[src/rtl/useq_sequencer.sv]
// useq_sequencer: micro-PC sequencer with dispatch tables, branch, call/return stack and error flags
module useq_sequencer #(
    parameter int AW          = 4,
    parameter int OPW         = 7,
    parameter int NUM_DISP    = 2,
    parameter int STACK_DEPTH = 4,
    parameter int FETCH_ADDR  = 0,
    parameter int DECODE_ADDR = 7,
    localparam int DW  = (NUM_DISP > 1) ? $clog2(NUM_DISP) : 1,
    localparam int SLW = $clog2(STACK_DEPTH + 1)
) (
    input  logic           clk,
    input  logic           reset,
    input  logic [OPW-1:0] op,
    input  logic [2:0]     addr_ctl,
    input  logic [DW-1:0]  disp_sel,
    input  logic [AW-1:0]  branch_target,
    input  logic           cond,
    input  logic           stall,
    input  logic           tbl_we,
    input  logic [DW-1:0]  tbl_sel,
    input  logic [OPW-1:0] tbl_op,
    input  logic [AW:0]    tbl_wdata,
    output logic [AW-1:0]  upc,
    output logic [SLW-1:0] stack_level,
    output logic           dispatch_miss,
    output logic           stack_ovf,
    output logic           stack_unf
);
    localparam int NE = 1 << OPW;
    localparam logic [DW:0]    ND   = (DW + 1)'(NUM_DISP);
    localparam logic [SLW-1:0] FULL = SLW'(STACK_DEPTH);
    localparam logic [AW-1:0]  FA   = AW'(FETCH_ADDR);
    localparam logic [AW-1:0]  DA   = AW'(DECODE_ADDR);
    logic [AW-1:0]  upc_q, upc_d, upc_inc, nxt, top;
    logic [SLW-1:0] lvl_q, lvl_d;
    logic           miss_q, miss_d, ovf_q, ovf_d, unf_q, unf_d;
    logic           hit, miss, push, pop, full, empty;
    logic [AW-1:0]  stk_q [STACK_DEPTH];
    logic [AW-1:0]  stk_d [STACK_DEPTH];
    logic           vld_q [NUM_DISP][NE];
    logic           vld_d [NUM_DISP][NE];
    logic [AW-1:0]  tgt_q [NUM_DISP][NE];
    logic [AW-1:0]  tgt_d [NUM_DISP][NE];
    always_comb begin
        upc_inc = upc_q + AW'(1);
        full    = lvl_q == FULL;
        empty   = lvl_q == '0;
        top     = FA;
        for (int i = 0; i < STACK_DEPTH; i++)
            if (lvl_q == SLW'(i + 1)) top = stk_q[i];
        hit  = ({1'b0, disp_sel} < ND) && vld_q[disp_sel][op];
        nxt  = upc_inc;
        miss = 1'b0;
        push = 1'b0;
        pop  = 1'b0;
        case (addr_ctl)
            3'd1: begin
                nxt  = hit ? tgt_q[disp_sel][op] : FA;
                miss = !hit;
            end
            3'd2: nxt = branch_target;
            3'd3: nxt = FA;
            3'd4: nxt = cond ? branch_target : upc_inc;
            3'd5: begin
                nxt  = branch_target;
                push = 1'b1;
            end
            3'd6: begin
                nxt = top;
                pop = 1'b1;
            end
            3'd7: nxt = DA;
            default: nxt = upc_inc;
        endcase
        upc_d  = stall ? upc_q : nxt;
        miss_d = stall ? miss_q : miss;
        lvl_d  = stall ? lvl_q :
                 (push && !full) ? lvl_q + SLW'(1) :
                 (pop && !empty) ? lvl_q - SLW'(1) : lvl_q;
        ovf_d  = ovf_q | (!stall && push && full);
        unf_d  = unf_q | (!stall && pop && empty);
        stk_d  = stk_q;
        for (int i = 0; i < STACK_DEPTH; i++)
            if (!stall && push && lvl_q == SLW'(i)) stk_d[i] = upc_inc;
        vld_d = vld_q;
        tgt_d = tgt_q;
        if (tbl_we && ({1'b0, tbl_sel} < ND)) begin
            vld_d[tbl_sel][tbl_op] = tbl_wdata[AW];
            tgt_d[tbl_sel][tbl_op] = tbl_wdata[AW-1:0];
        end
    end
    always_ff @(posedge clk) begin
        if (reset) begin
            upc_q  <= FA;
            lvl_q  <= '0;
            miss_q <= 1'b0;
            ovf_q  <= 1'b0;
            unf_q  <= 1'b0;
            stk_q  <= '{default: '0};
            vld_q  <= '{default: '0};
        end else begin
            upc_q  <= upc_d;
            lvl_q  <= lvl_d;
            miss_q <= miss_d;
            ovf_q  <= ovf_d;
            unf_q  <= unf_d;
            stk_q  <= stk_d;
            vld_q  <= vld_d;
        end
    end
    always_ff @(posedge clk) tgt_q <= tgt_d;
    assign upc           = upc_q;
    assign stack_level   = lvl_q;
    assign dispatch_miss = miss_q;
    assign stack_ovf     = ovf_q;
    assign stack_unf     = unf_q;
endmodule

[config.mk]
export PLATFORM = sky130hd
export DESIGN_NAME = useq_sequencer
export DESIGN_NICKNAME = d
export VERILOG_FILES = /design/src/rtl/useq_sequencer.sv
export SDC_FILE = /design/constraint.sdc
export NUM_CORES = 2
export LEC_CHECK = 0
export CAP_MARGIN = 15
export CORE_ASPECT_RATIO = 2
export CORE_UTILIZATION = 50
export CTS_CLUSTER_SIZE = 12
export DETAILED_ROUTE_END_ITERATION = 12
export PLACE_DENSITY = 0.66
export SLEW_MARGIN = 15
export SYNTH_ARGS = -nofsm -noshare
export SYNTH_HDL_FRONTEND = slang
export SYNTH_SLANG_ARGS = --single-unit
[constraint.sdc]
create_clock -name clk -period 6.8 [get_ports clk]
set_input_delay 0.68 -clock clk [delete_from_list [all_inputs] [get_ports clk]]
set_output_delay 0.68 -clock clk [all_outputs]
set_load 0.005 [all_outputs]
# [Word level (Yosys, flattened, before mapping)]
# Cells that the tools add are included.
[classes] div_mod_pow=0 n_mul=0 bitwise_logic=7 n_shift=0 n_addsub=3 reduce_logical=20 n_eq_ne=11 muxes=34 magnitude_cmp=6
[ops] cell="2-to-1 mux 512 bit" n=4
[ops] cell="bitwise mux 1024 bit" n=1
[ops] cell="demux 512 bit (select 1 bit)" n=1
[ops] cell="2-to-1 mux 128 bit" n=4
[ops] cell="bitwise mux 256 bit" n=1
[ops] cell="demux 128 bit (select 1 bit)" n=1
[ops] cell="2-to-1 mux 4 bit" n=9
[ops] cell="binary-select mux 4 bit (select 7 bit)" n=1
[ops] cell="demux 4 bit (select 7 bit)" n=1
[ops] cell="one-hot mux 4 bit (6 select lines)" n=1
[ops] cell=">= comparator 8 bit, second input constant" n=2
[ops] cell="NOT 7 -> 8 bit" n=2
[ops] cell="== test 3 bit, second input constant" n=5
[ops] cell="== test 3 x 2 -> 1 bit, second input constant" n=4
[ops] cell="logical AND 1 bit" n=12
[ops] cell="less-than comparator 8 x 1 -> 1 bit, second input constant" n=1
[ops] cell="binary-select mux 1 bit (select 7 bit)" n=1
[ops] cell="demux 1 bit (select 7 bit)" n=1
[ops] cell="== test 3 x 1 -> 1 bit, second input constant" n=2
[ops] cell="2-to-1 mux 1 bit" n=6
[ops] cell="2-to-1 mux 3 bit" n=2
[ops] cell="adder 4 x 1 -> 4 bit, second input constant" n=1
[ops] cell=">= comparator 2 bit, second input constant" n=2
[ops] cell="logical NOT 1 bit" n=4
[ops] cell="10 further kinds" n=12
[totals] in_bits=33 mem_count=0 mem_bits_ro=0 reg_bits=1306 latchBits=0 out_inout_bits=10 mem_bits_rw=0 wordCells=602

# [Depth between registers and ports, before layout]
[logic_depth] depth_word=9 mapped_depth=13 depth_no_buf=10

# [Worst setup path after synthesis]
# Ideal clock, no wire load.
[synth_path] kind="in2reg" from="input port disp_sel" to="register upc_q[1] (netlist: upc[1])" slack_ns=4.046 path_stages=8 required_time_ns=6.684 setup_ns=0.116 arrival_time_ns=2.638 path_buffers=3 cell_sequence="buf_6 -> buf_6 -> buf_2 -> mux4_2 -> mux4_2 -> a22oi_1 -> o21ai_0 -> a41o_1"
[synth_via] elab_chain_len=9 elab_cells_between_ends=15 cone_classes="14 x mux; 1 x bitwise"
[synth_rtl] element="start: declaration" line="16" rtl="input logic [DW-1:0] disp_sel,"
[synth_rtl] element="NOT 1 -> 2 bit (not written as such) *" line="52, 59"
[synth_rtl] element="2-to-1 mux 512 bit (not written as such) or 2-to-1 mux 128 bit (tied branches) (3 in series)" line="59, 52"
[synth_rtl] element="binary-select mux 4 bit (select 7 bit) or binary-select mux 1 bit (select 7 bit) (tied branches)" line="59, 52"
[synth_rtl] element="2-to-1 mux 4 bit (not written as such) or 2-to-1 mux 1 bit (tied branches) (2 in series)" line="59, 52"
[synth_rtl] element="2-to-1 mux 4 bit *" line="59" rtl="nxt = hit ? tgt_q[disp_sel][op] : FA;"
[synth_rtl] element="one-hot mux 4 bit (6 select lines) *" line="57" rtl="case (addr_ctl)"
[synth_rtl] element="end signal: assignment" line="103" rtl="upc_q <= upc_d;"
[synth_rtl] element="end: declaration" line="35" rtl="logic [AW-1:0] upc_q, upc_d, upc_inc, nxt, top;"
# Every way passes the cells marked *; elsewhere a longest branch is shown, timed or not. The select of a mux whose other input is x is not followed.
# A chain may end at the register's enable or synchronous reset.

# [Worst setup path in the final report]
[layout_path] from="input port op[0]" to="register upc_q[2] (netlist: upc[2])"
[layout_via] elab_chain_len=6 elab_cells_between_ends=9 cone_classes="8 x mux; 1 x bitwise"
[layout_rtl] element="start: declaration" line="14" rtl="input logic [OPW-1:0] op,"
[layout_rtl] element="NOT 7 -> 8 bit (not written as such) *" line="52, 59"
[layout_rtl] element="binary-select mux 4 bit (select 7 bit) or binary-select mux 1 bit (select 7 bit) (tied branches)" line="59, 52"
[layout_rtl] element="2-to-1 mux 4 bit (not written as such) or 2-to-1 mux 1 bit (tied branches) (2 in series)" line="59, 52"
[layout_rtl] element="2-to-1 mux 4 bit *" line="59"
[layout_rtl] element="one-hot mux 4 bit (6 select lines) *" line="57"
# Marks and branches as above.

==> results.ini <==
[status]
status = finished with violations
violations = DRC

[timing]
hold_slack_ps = 382
period_needed_ps = 3770
fin_crit_sh_pct = 55.4
rsz0062_at_grt = false
skew_ps = 50.8
relSlewSlack_pct = 15.9
fin_setup_tns_ps = 0
setup_viol = 0
drv_slew = 0
max_freq_mhz = 265
tightestPinTransition_ps = 1260
hold_viol_final = 0

[grt]
grt_max_degree = 201
grt_overflow = 0
grt_usage_pct = 29.5
grt_pass1_vias = 33500
antenna_found_initial = 7
grt_pass1_wl_mm = 228

[yosys]
synth_nets = 3672
syn_inst = 3632
synthFlopType = edfxtp_1
ys_warn_count = 0
synth_edf_count = 1024
syn_area_um2 = 53500
syn_avg_cell_area_um2 = 14.7
ys_types = 69
yosysSeqAreaShare_pct = 68.0
synthArstFlopShare_pct = 0
ys_seq_elements = 1306

[detailed_routing]
wl_per_cell_um = 31.4
vias = 33100
dr.first_iter.drc_count = 3821
wl_mm = 159
firstDrtPassIters = 10
routed_via_density = 6.53
drc = 24
postRouteAntennaNets = 0

[critical_path]
slowest_delay_ps = 710
cp_max_fo = 68
cp-start-kind = input port
required_ps = 7420
path_common_cell = buf_4
cp_cell_sequence = buf_8 > buf_4 > nand2b_1 > buf_4 > o221ai_1 > o22ai_1 > o21ai_0 > a21oi_1 > o21bai_1 > nor4_1 > o2bb2ai_1
cp-end-kind = flip-flop
arrival_ps = 4390
slowest_stage = nand2b_1
worstSetupPathType = input port to flip-flop

[floorplan]
coreArea_um2 = 106000
die_w_um = 233
dieArea_um2 = 108000
die_h_um = 465
rows = 169
io_pins = 43
initial_utilization_pct = 50.4

[placement]
place_inst = 4831
hpwlAfterDp_mm = 100
place_congestion = 0.919
port_buffers = 42

[power]
ir_drop_uv = 233
p_leak_nw = 18.0
power-per-cell-area_nw_per_um2 = 271
power.total_mw = 15.8

[clocking]
htreeDepth = 3
clockBufferDepth = 3
cts_tree = built
cts_root_buf = clkbuf_16
holdBufCountCts = 0
post_cts_buffers = 0
insertion_delay_ps = 760
clk_pin_slew_ps = 60
cts_sinks = 1306
numCtsBuffers = 119
post_cts_resized = 0

[layout]
synthToLayoutAreaGrowth_pct = 9.33
layout_commonest_cell = edfxtp_1
drive_above_1_share_pct = 14.1
fin_nets = 3625
stdcell_count = 5065
layout_common_cells = 1,024 x edfxtp_1, 364 x nand2_1, 331 x a21oi_1

[worst_hold_path]
hold_class = input port to flip-flop

[job]
cap_violations = 0

## where the power goes
| part | internal (mW) | leakage [nW] | switching, mW |
|---|---|---|---|
| clock | 3.35 | 1.67 | 2.92 |
| combinational | 0.278 | 4.87 | 0.652 |
| sequential | 8.61 | 11.5 | 0.0137 |
## final timing paths
check	startpoint	endpoint	slack (ps)	cells after the start
setup / recovery	op[0]	upc[2]	3030	11
hold / removal	tbl_wdata[1]	tgt_q[225]	380	1
setup reg to reg	tgt_q[472]	upc[0]	3830	7
hold reg to reg	stk_q[9]	stk_q[9]	460	2
## metal layers
layer,vias to the layer above,GRT usage [%],wire length [um],part of all wire [%]
li1,13900,-,-,-
met1,16800,30.8,49800,31
met2,1850,52.0,83100,52
met3,506,5.20,12200,7.7
met4,2,22.6,13700,8.6
met5,-,0,13,0.0082
## cell usage after synthesis, types with 16 or more instances
cell type  instances  area, um2
clkbuf_1         186        698
o21ai_0          285       1430
buf_6             32        360
edfxtp_1        1024      30700
o22ai_1           16        100
nand4_1           19        119
nor2_1           326       1220
a22oi_1           40        300
mux4_2           278       6260
buf_4             20        150
nand3_1           45        225
a21oi_1          331       1660
mux2i_1          106       1060
dfxtp_1          282       5650
nand2_1          372       1400
buf_2             33        165
nor2b_1           20        125
o221ai_1          19        166
nor3_1            20        100
## critical path: cells and delay by family
kind | cells | cell delay (ps)
compound gates | 6 | 1430
buf+inv | 3 | 1370
simple gates | 2 | 820
## kinds of logic (layout without fill, tap and decap cells)
kind of cell / count (synthesis) / count (layout) / synth area share [%]
DFF: 1306 / 1306 / 68.0
and+or+nand+nor: 834 / 834 / 6.38
AOI/OAI and AO/OA: 782 / 782 / 8.24
muxes: 397 / 397 / 14.3
buffers and inverters: 301 / 360 / 2.82
adders and majority gates: 7 / 7 / 0.164
xor gates and xnor gates: 5 / 5 / 0.0819
other: 0 / 6 / 0
## per-stage QoR
| stage | setup slack [ps] | utilization, % | area (um2) |
|---|---|---|---|
| 3_3_place_gp | 2330 | 51.7 | 54900 |
| 5_1_grt | 2960 | 55.1 | 58500 |
| 2_1_floorplan | 4050 | - | 53500 |
| 6_report | 3030 | 55.1 | 58500 |
| 4_1_cts | 3170 | 55.1 | 58500 |
| 3_5_place_dp | 2370 | 51.8 | 54900 |
## registers in the layout (all words and copies together), names as in the netlist
signal and count:
tgt_q 1024, vld_q 256, stk_q 16, upc 4, stack_level 3, dispatch_miss 1, stack_ovf 1, stack_unf 1
## layout make-up
cell class                      instances  area [um2]
Fill cell                            8416       47600
Sequential cell                      1306       36400
Multi-Input combinational cell       2025       15700
Clock buffer                          219        3390
Tap cell                             1368        1710
Timing Repair Buffer                  118        1130
Clock inverter                          8         143
Inverter                               15        56.3
Antenna cell                            6        15.0
Power figures use the tool's default switching activity.
